[src/rtl/imem_loader_pkg.sv]
// Shared types and constants for the instruction-memory boot loader.
package imem_loader_pkg;

   typedef enum logic [1:0] {
      LEN_LO,
      LEN_HI,
      DATA,
      DONE
   } state_t;

   localparam int COUNT_W = 16;
   localparam int LANES   = 4;

endpackage

[src/rtl/imem_loader_byte_packer.sv]
// Assembles little-endian bytes into 32-bit words and flags the byte that completes a word.
module byte_packer
   import imem_loader_pkg::*;
(
   input  logic        clk,
   input  logic        reset,
   input  logic        clear,
   input  logic        strobe,
   input  logic [7:0]  data,
   output logic [31:0] word,
   output logic        word_complete
);

   localparam int LANE_W = $clog2(LANES);

   logic [LANE_W-1:0]          lane;
   logic [8*(LANES-1)-1:0]     low_bytes;

   // Lower lanes shift in from the top, so after three bytes they sit in [23:0].
   always_ff @(posedge clk or posedge reset) begin
      if (reset) begin
         lane      <= '0;
         low_bytes <= '0;
      end else if (clear) begin
         lane      <= '0;
      end else if (strobe) begin
         lane      <= lane + 1'b1;
         low_bytes <= {data, low_bytes[8*(LANES-1)-1:8]};
      end
   end

   assign word          = {data, low_bytes};
   assign word_complete = strobe && (lane == LANE_W'(LANES - 1));

endmodule

[src/rtl/imem_loader.sv]
// Boot-time loader: receives a counted byte stream and writes it into instruction memory
// while holding the core in reset.
module imem_loader
   import imem_loader_pkg::*;
#(
   parameter int          DEPTH     = 64,
   parameter logic [63:0] BASE_ADDR = 64'd0
) (
   input  logic        clk,
   input  logic        reset,
   input  logic        in_valid,
   output logic        in_ready,
   input  logic [7:0]  in_data,
   input  logic        reload,
   output logic        wr_en,
   output logic [63:0] wr_addr,
   output logic [31:0] wr_data,
   output logic        core_reset,
   output logic        done,
   output logic        overflow
);

   localparam logic [COUNT_W:0] DEPTH_L = (COUNT_W + 1)'(DEPTH);

   state_t               state, state_d;
   logic [COUNT_W-1:0]   count, index, index_next;
   logic                 accept, word_complete, in_range;
   logic [31:0]          word;

   assign in_ready   = (state != DONE);
   assign accept     = in_valid && in_ready;
   assign done       = (state == DONE);
   assign index_next = index + 1'b1;
   assign in_range   = ({1'b0, index} < DEPTH_L);

   byte_packer u_packer (
      .clk           (clk),
      .reset         (reset),
      .clear         (state != DATA),
      .strobe        (accept && (state == DATA)),
      .data          (in_data),
      .word          (word),
      .word_complete (word_complete)
   );

   // NOTE: state_d gets a default before the case so no path can infer a latch.
   always_comb begin
      state_d = state;
      unique case (state)
         LEN_LO: if (accept) state_d = LEN_HI;
         LEN_HI: if (accept) state_d = ({in_data, count[7:0]} == '0) ? DONE : DATA;
         DATA:   if (word_complete && (index_next == count)) state_d = DONE;
         DONE:   if (reload) state_d = LEN_LO;
         default: state_d = LEN_LO;
      endcase
   end

   // NOTE: all state here uses non-blocking assignments so every register sees pre-edge values.
   always_ff @(posedge clk or posedge reset) begin
      if (reset) begin
         state      <= LEN_LO;
         count      <= '0;
         index      <= '0;
         wr_en      <= 1'b0;
         wr_addr    <= '0;
         wr_data    <= '0;
         core_reset <= 1'b1;
         overflow   <= 1'b0;
      end else begin
         state <= state_d;
         wr_en <= word_complete && in_range;
         // Released one edge after DONE is reached, so the final write lands first.
         core_reset <= !((state == DONE) && (state_d == DONE));

         if (accept && (state == LEN_LO)) count[7:0] <= in_data;
         if (accept && (state == LEN_HI)) begin
            count[15:8] <= in_data;
            index       <= '0;
         end

         if (word_complete) begin
            index <= index_next;
            if (in_range) begin
               wr_addr <= BASE_ADDR + {46'd0, index, 2'b00};
               wr_data <= word;
            end else begin
               overflow <= 1'b1;
            end
         end

         if ((state == DONE) && reload) overflow <= 1'b0;
      end
   end

endmodule

[config.mk]
export PLATFORM = sky130hd
export DESIGN_NAME = imem_loader
export DESIGN_NICKNAME = d
export VERILOG_FILES = /design/src/rtl/imem_loader_pkg.sv /design/src/rtl/imem_loader_byte_packer.sv /design/src/rtl/imem_loader.sv
export SDC_FILE = /design/constraint.sdc
export NUM_CORES = 1
export LEC_CHECK = 0
export ABC_CLOCK_PERIOD_IN_PS = 3800
export CORE_MARGIN = 2
export CORE_UTILIZATION = 45
export CTS_CLUSTER_DIAMETER = 60
export DETAILED_ROUTE_END_ITERATION = 16
export PLACE_DENSITY = 0.76
export RECOVER_POWER = 25
export SLEW_MARGIN = 0
export SYNTH_ARGS = -nofsm -noshare
export SYNTH_HDL_FRONTEND = slang
export SYNTH_SLANG_ARGS = --single-unit
[constraint.sdc]
create_clock -name clk -period 3.8 [get_ports clk]
set_clock_uncertainty 0.2 [all_clocks]
set_input_delay 0.38 -clock clk [delete_from_list [all_inputs] [get_ports clk]]
set_output_delay 0.38 -clock clk [all_outputs]
set_load 0.02 [all_outputs]
==> flow_summary_export.csv, run 1 <==
group,metric,value,unit
floorplan,die_w,112,um
power,powerDensity,688,mW/mm^2
timing,max_freq,349,MHz
worst_setup_path,crit_slowest_cell,"or4_1",
detailed_routing,post_drt_wl_per_cell,15.2,um
detailed_routing,remaining_drc_errors,0,
timing,report.final.setup_viol,0,
power,leakagePower,0.00295,uW
cts,clock-root-buffer,"clkbuf_16",
layout,n_antenna_cell,0,
job,maxCapViolations,0,
floorplan,io_pins,113,
worst_setup_path,crit_path_frequent_cell,"or4_1",
layout,final.fill_count,999,
floorplan,dieArea,0.0126,mm^2
layout,layout.core_utilization,0.541,
cts,cts-htree-levels,3,
synthesis,yosysUniqueCellTypes,51,
floorplan,fp-row-count,39,
timing,final.period_utilization,0.753,
timing,rel_slew_slack,0.616,
detailed_routing,detail_route.first_pass.iterations,4,
synthesis,synth.ff_latch_count,111,
layout,post_route_cells_drive_above_1_share,0.129,
detailed_routing,drt_iter0_drc,241,
layout,layoutNonFillerInstCount,726,
timing,transition_time_of_the_tightest_slew_check_pin,0.575,ns
cts,number_of_setup_buffers_added_after_cts,0,
synthesis,yosys-top-cells-area,"dfrtp_1 (52%), nand2_1 (9.3%), mux2_2 (8.6%)",
outcome,outcome,"finished, final reports clean",
detailed_routing,via_density_per_instance,5.13,
cts,cts.reportedPaths.clkPinSlew,0.07,ns
floorplan,start_util,0.460,
grt,grt_max_degree,112,
worst_setup_path,critical-path-max-stage-delay,0.50,ns
synthesis,synthArstFlopShare,1.00,
place,gp_routability_congestion,0.851,
grt,first_global_vias,3463,
worst_setup_path,crit_chain,"ha_1 -> nand3_1 -> nor2_2 -> a21oi_1 -> or4_1 -> or4_1 -> o31ai_1",
layout,most_frequent_cells_in_the_layout,"nand2_1 (130), dfrtp_1 (110), clkdlybuf4s50_1 (63)",
worst_setup_path,cp.buffers_inverters,0,
synthesis,syn_area_per_cell,10.1,um^2
detailed_routing,num_vias,3724,
grt,antenna_found_initial,0,
cts,postCtsResizedCells,0,
detailed_routing,drtAntennaViolNets,0,
timing,grt_setup_unrepaired,"no",
place,place_inst,710,
timing,timing.setup.tns,0,ns
synthesis,edff_count_synth,0,
place,dp.final_hpwl,7.64,mm
layout,mostFrequentLayoutCell,"nand2_1",
synthesis,synth_top_cell_by_area,"dfrtp_1",
synthesis,yosys_most_used_dff,"dfrtp_1",
timing,period_needed,2.86,ns
place,numPortBuffers,64,
worst_setup_path,timing.critical_path.max_delay_family,"simple AND/OR/NAND/NOR gates",
hold_path,hold_path_class,"flop to flop",
cts,tritoncts,"yes",
grt,grt_first_pass_wirelength,18.0,mm
floorplan,core_area,0.0114,mm^2
timing,timing_max_transition_violations_final,0,
worst_setup_path,critPathArrivalTime,2.92,ns
detailed_routing,final_wirelength,11.0,mm
worst_setup_path,worstPathMaxFanout,8,
worst_setup_path,kind_of_launch_point_of_the_worst_setup_path,"flop",
power,irDropWorstVdd,0.376,mV
synthesis,synth_seq_area_share,0.529,
synthesis,netlist_area,0.00526,mm^2
layout,nets,592,
cts,clock_tree.buffer_depth,2,
cts,cts.sink_count,111,
synthesis,yosys_warnings,0,
worst_setup_path,path_class,"flop to flop",
synthesis,synth_instances,520,
synthesis,netlist.area_leader.share,0.524,
worst_setup_path,worstSetupEndpointType,"flop",
layout,areaGrowthSynthToFinish,17.6,%
timing,final-hold-violation-count,0,
cts,numCtsBuffers,9,
cts,cts_hold_buffers,0,
grt,groute.usage.overall,0.179,
floorplan,die-height,112,um
grt,grt-ovfl-total,0,
worst_setup_path,worstPathRequired,3.85,ns
cts,insertion_delay,0.35,ns
==> power breakdown <==
part | total, uW | internal, uW | switching [uW]
Clock | 1020 | 586 | 437
Sequential | 1870 | 1570 | 298
Combinational | 1370 | 688 | 678
==> flip-flops by register name (all words and copies together) (netlist names) <==
signal              cells
count                  16
index                  16
core_reset              1
state                   2
wr_en                   1
u_packer.low_bytes     24
wr_addr                16
overflow                1
wr_data                32
u_packer.lane           2
==> area by class of cell <==
type / instances / area, um^2 / area share
clock buffer: 9 / 225 / 0.0364
timing repair buffer: 72 / 713 / 0.115
inverter: 7 / 27.5 / 0.00445
multi-input combinational: 377 / 2160 / 0.349
sequential: 111 / 2780 / 0.450
clock inverter: 7 / 101 / 0.0164
tap: 143 / 179 / 0.0289
==> cells by family after synthesis <==
family          count (synthesis)  synth area share
simple gates                  210             0.184
flops                         111             0.529
buf+inv                        79            0.0954
compound gates                 55            0.0635
mux                            42            0.0895
xor+xnor                       20            0.0333
fa+ha+maj                       2           0.00476
other cells                     1          0.000713
==> path summary, 6_finish.rpt <==
kind,startpoint,end,slack [ns],depth (start not counted)
worst min-delay path,u_packer.low_bytes[0],wr_data[0],0.27,2
worst max register to register,index[0],state[0],0.94,7
worst max-delay path,index[0],state[0],0.94,7
min in group asynchronous,reset,u_packer.low_bytes[11],0.49,3
max in group asynchronous,reset,index[14],2.47,3
worst min register to register,u_packer.low_bytes[0],wr_data[0],0.27,2
==> cell usage after synthesis (2+ instances only) <==
cell type    n
buf_2        2
or4_1        2
buf_1        2
nand4_1      2
xnor2_1     10
nand3_1     10
buf_4       48
mux2i_1      2
clkbuf_1    17
nor3_1       3
inv_1        7
xor2_1      10
o41ai_1      3
a21oi_1     11
and3_1       5
o21ai_0     26
a21o_1       2
buf_6        3
nor4_1       8
nand2_1    130
o31ai_1      3
o22ai_1      2
mux2_2      40
nand2b_1     4
and2_1      13
nor2_1      19
ha_1         2
dfrtp_1    110
nor3b_1      2
==> layer usage <==
layer | wire (um) | part of all wire | vias to the layer above | track usage
li1 | - | - | 1746 | -
met1 | 5070 | 0.46 | 1850 | 0.255
met2 | 5260 | 0.48 | 114 | 0.282
met3 | 503 | 0.046 | 14 | 0.0221
met4 | 205 | 0.019 | 0 | 0.0699
met5 | 0 | 0 | - | 0
==> worst register-to-register path, cell delays in order, from the launching register on <==
cell	delay [ns]
dfrtp_1	0.49
ha_1	0.32
nand3_1	0.19
nor2_2	0.27
a21oi_1	0.07
or4_1	0.49
or4_1	0.50
o31ai_1	0.24
==> per-stage QoR <==
step / hold slack [ns] / instance area [um^2] / total power, uW / setup WS, ns
after global routing: 0.293 / 6180 / 4490 / 0.769
after floorplan: 0.233 / 5430 / 2740 / 0.291
after CTS: 0.268 / 6180 / 4290 / 0.954
after global placement: 0.248 / 5860 / 3210 / 1.06
final: 0.266 / 6180 / 4260 / 0.937
after detailed placement: 0.251 / 5860 / 3260 / 0.987
No activity file was read; power rests on OpenSTA's default activity.
==> run 2, diff against run 1 <==
- ABC_CLOCK_PERIOD_IN_PS: 3800 -> 2550
- PLACE_DENSITY: 0.76 -> 0.79
- clock period: 3.8 -> 2.55 ns (I/O delays scaled with it)
==> run 2 against run 1 <==
  * Critical path depth decreased by 1
  * Cell count up 3.3%
  * First-iteration DRC count rose by 59%
  * Hold slack worse by 0.073 ns
  * Final area rose by 3.1%
  * Clock power grew 30%
  * Sequential share of layout area decreased by 1.3 points
  * Die area is the same
  * Critical endpoint unchanged
==> flow_summary_export.csv, run 2 (synthesis gave the netlist of run 1 again) <==
group,metric,value,unit
outcome,outcome,"finished, final reports clean",
layout,nets,617,
detailed_routing,drt_iter0_drc,382,
layout,n_antenna_cell,0,
power,sw_frac_of_total,0.342,
place,numPortBuffers,64,
floorplan,die-height,112,um
worst_setup_path,worstPathRequired,2.61,ns
grt,grt_first_pass_wirelength,18.7,mm
cts,cts.reportedPaths.clkPinSlew,0.07,ns
floorplan,die_w,112,um
worst_setup_path,worstSetupEndpointType,"flop",
grt,grt_max_degree,60,
timing,final-hold-violation-count,0,
timing,rel_slew_slack,0.366,
detailed_routing,detail_route.first_pass.iterations,4,
timing,period_needed,2.45,ns
layout,top_regs,"wr_data: 32 flops, u_packer.low_bytes: 24 flops",
layout,areaGrowthSynthToFinish,21.2,%
layout,final.fill_count,979,
job,maxCapViolations,0,
floorplan,core_area,0.0114,mm^2
cts,tritoncts,"yes",
worst_setup_path,crit_slowest_cell,"or4_1",
cts,insertion_delay,0.35,ns
cts,cts.sink_count,111,
detailed_routing,via_density_per_instance,5.01,
timing,report.final.setup_viol,0,
floorplan,start_util,0.460,
power,irDropWorstVdd,0.497,mV
timing,transition_time_of_the_tightest_slew_check_pin,0.952,ns
layout,largest-register,"wr_data",
detailed_routing,final_wirelength,11.5,mm
hold_path,hold_path_class,"input port to asynchronous set/reset pin",
power,leakagePower,0.00306,uW
detailed_routing,remaining_drc_errors,0,
timing,final.period_utilization,0.960,
detailed_routing,post_drt_wl_per_cell,15.3,um
power,p_int,4080,uW
worst_setup_path,critical-path-max-stage-delay,0.52,ns
grt,grt-ovfl-total,0,
cts,cts_hold_buffers,0,
layout,mostFrequentLayoutCell,"nand2_1",
floorplan,dieArea,0.0126,mm^2
power,p_comb_frac,0.334,
worst_setup_path,path_class,"flop to flop",
grt,antenna_found_initial,0,
grt,groute.usage.overall,0.188,
grt,first_global_vias,3623,
worst_setup_path,r2r_slack,0.10,ns
place,gp_routability_congestion,0.869,
worst_setup_path,crit_chain,"and4_4 -> a211oi_2 -> a41oi_1 -> or4_1 -> or4_1 -> o31ai_1",
power,pwr-share-seq,0.451,
floorplan,io_pins,113,
place,dp.final_hpwl,8.42,mm
timing,max_freq,409,MHz
layout,most_frequent_cells_in_the_layout,"nand2_1 (130), dfrtp_1 (109), clkdlybuf4s50_1 (63)",
worst_setup_path,critPathArrivalTime,2.50,ns
worst_setup_path,kind_of_launch_point_of_the_worst_setup_path,"flop",
layout,largest_register_ffs,32,
cts,numCtsBuffers,9,
layout,post_route_cells_drive_above_1_share,0.176,
worst_setup_path,crit_path_frequent_cell,"or4_1",
detailed_routing,num_vias,3759,
cts,clock_tree.buffer_depth,2,
timing,timing.setup.tns,0,ns
power,powerDensity,973,mW/mm^2
timing,timing_max_transition_violations_final,0,
power,net_sw_power,2120,uW
detailed_routing,drtAntennaViolNets,0,
floorplan,fp-row-count,39,
cts,cts-htree-levels,3,
timing,grt_setup_unrepaired,"no",
cts,clock-root-buffer,"clkbuf_16",
power,power.share.clock,0.215,
power,fin_total_pwr,6200,uW
worst_setup_path,worstPathMaxFanout,5,
==> run 2: metrics by stage <==
step / hold WS [ns] / util / instances / cell area, um^2 / setup WS [ns]
floorplan: 0.141 / - / 567 / 5440 / 0.0110
global placement: 0.244 / 0.530 / 731 / 6050 / 0.0567
detailed placement: 0.251 / 0.530 / 731 / 6050 / 0.0101
CTS: 0.0361 / 0.555 / 746 / 6340 / 0.0193
global route: 0.243 / 0.558 / 750 / 6370 / 0.0129
finish: 0.193 / 0.558 / 750 / 6370 / 0.102
==> run 2: per-layer routing <==
| metal | wire [um] | part of all wire | global-route usage | vias to the layer above |
|---|---|---|---|---|
| li1 | - | - | - | 1803 |
| met4 | 219 | 0.019 | 0.0772 | 0 |
| met1 | 5270 | 0.46 | 0.266 | 1812 |
| met5 | 0 | 0 | 0 | - |
| met3 | 531 | 0.046 | 0.0275 | 16 |
| met2 | 5440 | 0.47 | 0.294 | 128 |
==> run 2: worst max-delay path, delay by kind of cell (launching register included) <==
kind	cells	cell delay (ns)
AO/OA/AOI/OAI	3	0.50
flip-flops	1	0.44
AND/OR/NAND/NOR	3	1.22
==> run 2: path summary, 6_finish.rpt <==
kind                                        from          end  cells past startpoint
min in group clk           u_packer.low_bytes[5]   wr_data[5]                      2
max in group asynchronous                  reset     index[1]                      3
min                                        reset  wr_addr[13]                      2
max                                     index[1]     state[0]                      6
min reg2reg                u_packer.low_bytes[5]   wr_data[5]                      2
max reg2reg                             index[1]     state[0]                      6
==> run 2: final cells by class <==
cell class / count / area, um^2 / area share
clock inverters: 5 / 42.5 / 0.00668
flip-flops and latches: 111 / 2780 / 0.436
repair buffers: 97 / 911 / 0.143
multi-input cells: 377 / 2190 / 0.344
clock buffers: 10 / 239 / 0.0375
well taps: 143 / 179 / 0.0281
inverters: 7 / 27.5 / 0.00432
==> run 2: repair_timing <==
action	CTS	global route
setup buffers	0	4
resized for setup	1	6
pin swaps	0	2
endpoints found under the setup margin	1	1
==> run 2: power by group through the flow <==
stage / registers [uW] / clock network, uW / logic, uW
CTS: 2790 / 1360 / 2090
floorplan: 2940 / 0 / 1150
global placement: 2790 / 0 / 2030
finish: 2790 / 1330 / 2070
detailed placement: 2820 / 0 / 2080
global route: 2880 / 1440 / 2260
==> run 3, diff against run 2 <==
- ABC_AREA: default -> 1
- CELL_PAD_IN_SITES_DETAIL_PLACEMENT: default -> 1
- CELL_PAD_IN_SITES_GLOBAL_PLACEMENT: default -> 1
- CORE_UTILIZATION: 45 -> 34
- PLACE_DENSITY: 0.79 -> default
- PLACE_DENSITY_LB_ADDON: default -> 0.1
==> run 3 against run 2 <==
  * Critical path depth shrank 3
  * Critical path type is now flop to primary output
  * Highest routed layer unchanged
  * Sequential share of layout area increased by 1.1 points
  * Final area fell by 2.4%
  * Power decreased by 18%
  * Register-to-register slack gained 0.36 ns
==> flow_summary_export.csv, run 3 <==
group,metric,value,unit
timing,period_needed,2.11,ns
grt,gr-max-usage-layer,"met2",
worst_setup_path,kind_of_launch_point_of_the_worst_setup_path,"flop",
cts,cts-htree-levels,3,
synthesis,synthArstFlopShare,1.00,
floorplan,fp-row-count,45,
layout,largest-register,"wr_data",
grt,grt_max_degree,57,
synthesis,yosys_warnings,0,
synthesis,yosysUniqueCellTypes,30,
layout,postLayoutCellArea,0.00622,mm^2
grt,grt-ovfl-total,0,
detailed_routing,num_vias,4116,
job,maxCapViolations,0,
layout,layout.core_utilization,0.412,
synthesis,synth.most_common_cell,"nand2_1",
power,sw_frac_of_total,0.331,
worst_setup_path,path_class,"flop to primary output",
hold_path,hold_path_class,"flop to flop",
grt,groute.usage.overall,0.171,
detailed_routing,drt_iter0_drc,184,
synthesis,netlist.area_leader.share,0.529,
cts,cts.reportedPaths.clkPinSlew,0.07,ns
floorplan,io_pins,113,
place,numPortBuffers,64,
worst_setup_path,worstPathMaxFanout,5,
layout,largest_register_ffs,32,
detailed_routing,via_density_per_instance,4.68,
floorplan,core_area,0.0151,mm^2
timing,final.period_utilization,0.828,
power,fin_total_pwr,5080,uW
place,gp_routability_congestion,0.806,
detailed_routing,remaining_drc_errors,0,
floorplan,start_util,0.345,
cts,clock_tree.buffer_depth,2,
layout,mostFrequentLayoutCell,"nand2_1",
hold_path,holdCritStartpoint,"wr_addr[13]",
power,power.share.clock,0.315,
synthesis,netlist_top_cells_count,"nand2_1 (183), dfrtp_1 (110), inv_1 (72)",
place,placedInstanceArea,0.00590,mm^2
layout,final.fill_count,1791,
grt,global_route.usage.met2,0.282,
timing,final-hold-violation-count,0,
hold_path,whs_path_depth,2,
detailed_routing,post_drt_wl_per_cell,15.1,um
cts,number_of_setup_buffers_added_after_cts,0,
cts,cts_hold_buffers,0,
place,dp.final_hpwl,9.77,mm
power,powerDensity,816,mW/mm^2
outcome,outcome,"finished, final reports clean",
floorplan,dieArea,0.0163,mm^2
timing,max_freq,474,MHz
timing,timing_max_transition_violations_final,0,
worst_setup_path,r2r_slack,0.46,ns
grt,antenna_found_initial,0,
synthesis,synth_seq_area_share,0.534,
layout,n_antenna_cell,0,
worst_setup_path,worstSetupEndpointType,"primary output",
synthesis,yosys_most_used_dff,"dfrtp_1",
power,pwr-share-seq,0.473,
floorplan,die_w,128,um
floorplan,die-height,128,um
cts,postCtsResizedCells,0,
cts,insertion_delay,0.36,ns
worst_setup_path,r2r_start,"index[8]",
grt,globalRouteMet3Util,0.0267,
synthesis,synth.ff_latch_count,111,
cts,tritoncts,"yes",
grt,grt_first_pass_wirelength,21.8,mm
layout,top_regs,"wr_data: 32 flops, u_packer.low_bytes: 24 flops",
detailed_routing,final_wirelength,13.3,mm
power,irDropWorstVdd,0.442,mV
synthesis,yosys-top-cells-area,"dfrtp_1 (53%), nand2_1 (13%), buf_4 (6.9%)",
detailed_routing,detail_route.first_pass.iterations,4,
worst_setup_path,critPathArrivalTime,1.66,ns
synthesis,netlist_area,0.00520,mm^2
worst_setup_path,worstRegToRegCells,8,
layout,areaGrowthSynthToFinish,19.5,%
synthesis,synth_top_cell_by_area,"dfrtp_1",
cts,cts.sink_count,111,
worst_setup_path,worstPathRequired,2.10,ns
grt,met1_usage,0.228,
layout,nets,701,
timing,finalHoldWorstSlack,0.271,ns
hold_path,worstHoldEndpoint,"wr_addr[13]",
layout,most_frequent_cells_in_the_layout,"nand2_1 (183), dfrtp_1 (110), inv_1 (71)",
power,leakagePower,0.00303,uW
detailed_routing,drtAntennaViolNets,0,
timing,grt_setup_unrepaired,"no",
power,p_comb_frac,0.212,
cts,clock-root-buffer,"clkbuf_16",
synthesis,synth_instances,621,
timing,rel_slew_slack,0.0800,
worst_setup_path,worst_r2r_endpoint,"wr_data[7]",
power,net_sw_power,1680,uW
cts,numCtsBuffers,9,
power,p_int,3400,uW
synthesis,syn_area_per_cell,8.38,um^2
layout,post_route_cells_drive_above_1_share,0.0549,
timing,timing.setup.tns,0,ns
synthesis,edff_count_synth,0,
grt,first_global_vias,4238,
timing,transition_time_of_the_tightest_slew_check_pin,1.38,ns
timing,report.final.setup_viol,0,
==> run 3: cell types whose count changed after synthesis, sizes merged, moves of 13 or more <==
| cell | change |
|---|---|
| o21ai | +58 |
| mux2 | -40 |
| nand3 | +27 |
| nand2 | +56 |
| and2 | -13 |
| inv | +66 |
==> run 3: cell type report <==
type,count,area [um^2],area share
Clock buffer,10,239,0.0384
Clock inverter,6,100,0.0161
Inverter,74,280,0.0451
Multi-Input combinational cell,418,1870,0.300
Sequential cell,111,2780,0.447
Tap cell,188,235,0.0378
Timing Repair Buffer,73,718,0.116
==> run 3: worst max path at each step <==
stage | startpoint | to | cells after the start
floorplan | reset | count[0] | 1
global placement | in_valid | state[0] | 10
detailed placement | in_valid | state[0] | 10
CTS | index[8] | wr_data[1] | 8
global route | reset | wr_data[27] | 3
finish | state[0] | done | 3
==> run 3: per-layer routing <==
metal	vias to the layer above	share of wire
met5	-	0
met2	77	0.48
met1	2026	0.48
li1	2001	-
met3	12	0.032
met4	0	0.015
==> run 3: stage by stage <==
step	setup WS, ns	cells
after floorplan	0.752	668
after global placement	0.427	864
after detailed placement	0.384	864
after CTS	0.428	880
after global routing	0.220	880
final	0.439	880
==> run 3: logic make-up after synthesis <==
group	share of synthesized area
buffers and inverters	0.141
adders and majority gates	0.00481
and+or+nand+nor	0.219
AOI/OAI and AO/OA	0.0924
xor gates and xnor gates	0.00770
other	0.000721
DFF	0.534
==> run 3: critical path, cell delays in order, from the launching register on <==
cell and delay [ns]:
dfrtp_1 0.46, nand2_1 0.14, inv_1 0.10, clkdlybuf4s50_1 0.61
==> run 3: power groups by stage <==
stage	Combinational (uW)	Sequential (uW)	Clock [uW]
after floorplan	829	2340	0
after global placement	1070	2430	0
after detailed placement	1100	2440	0
after CTS	1100	2410	1660
after global routing	1260	2450	1720
final	1070	2400	1600
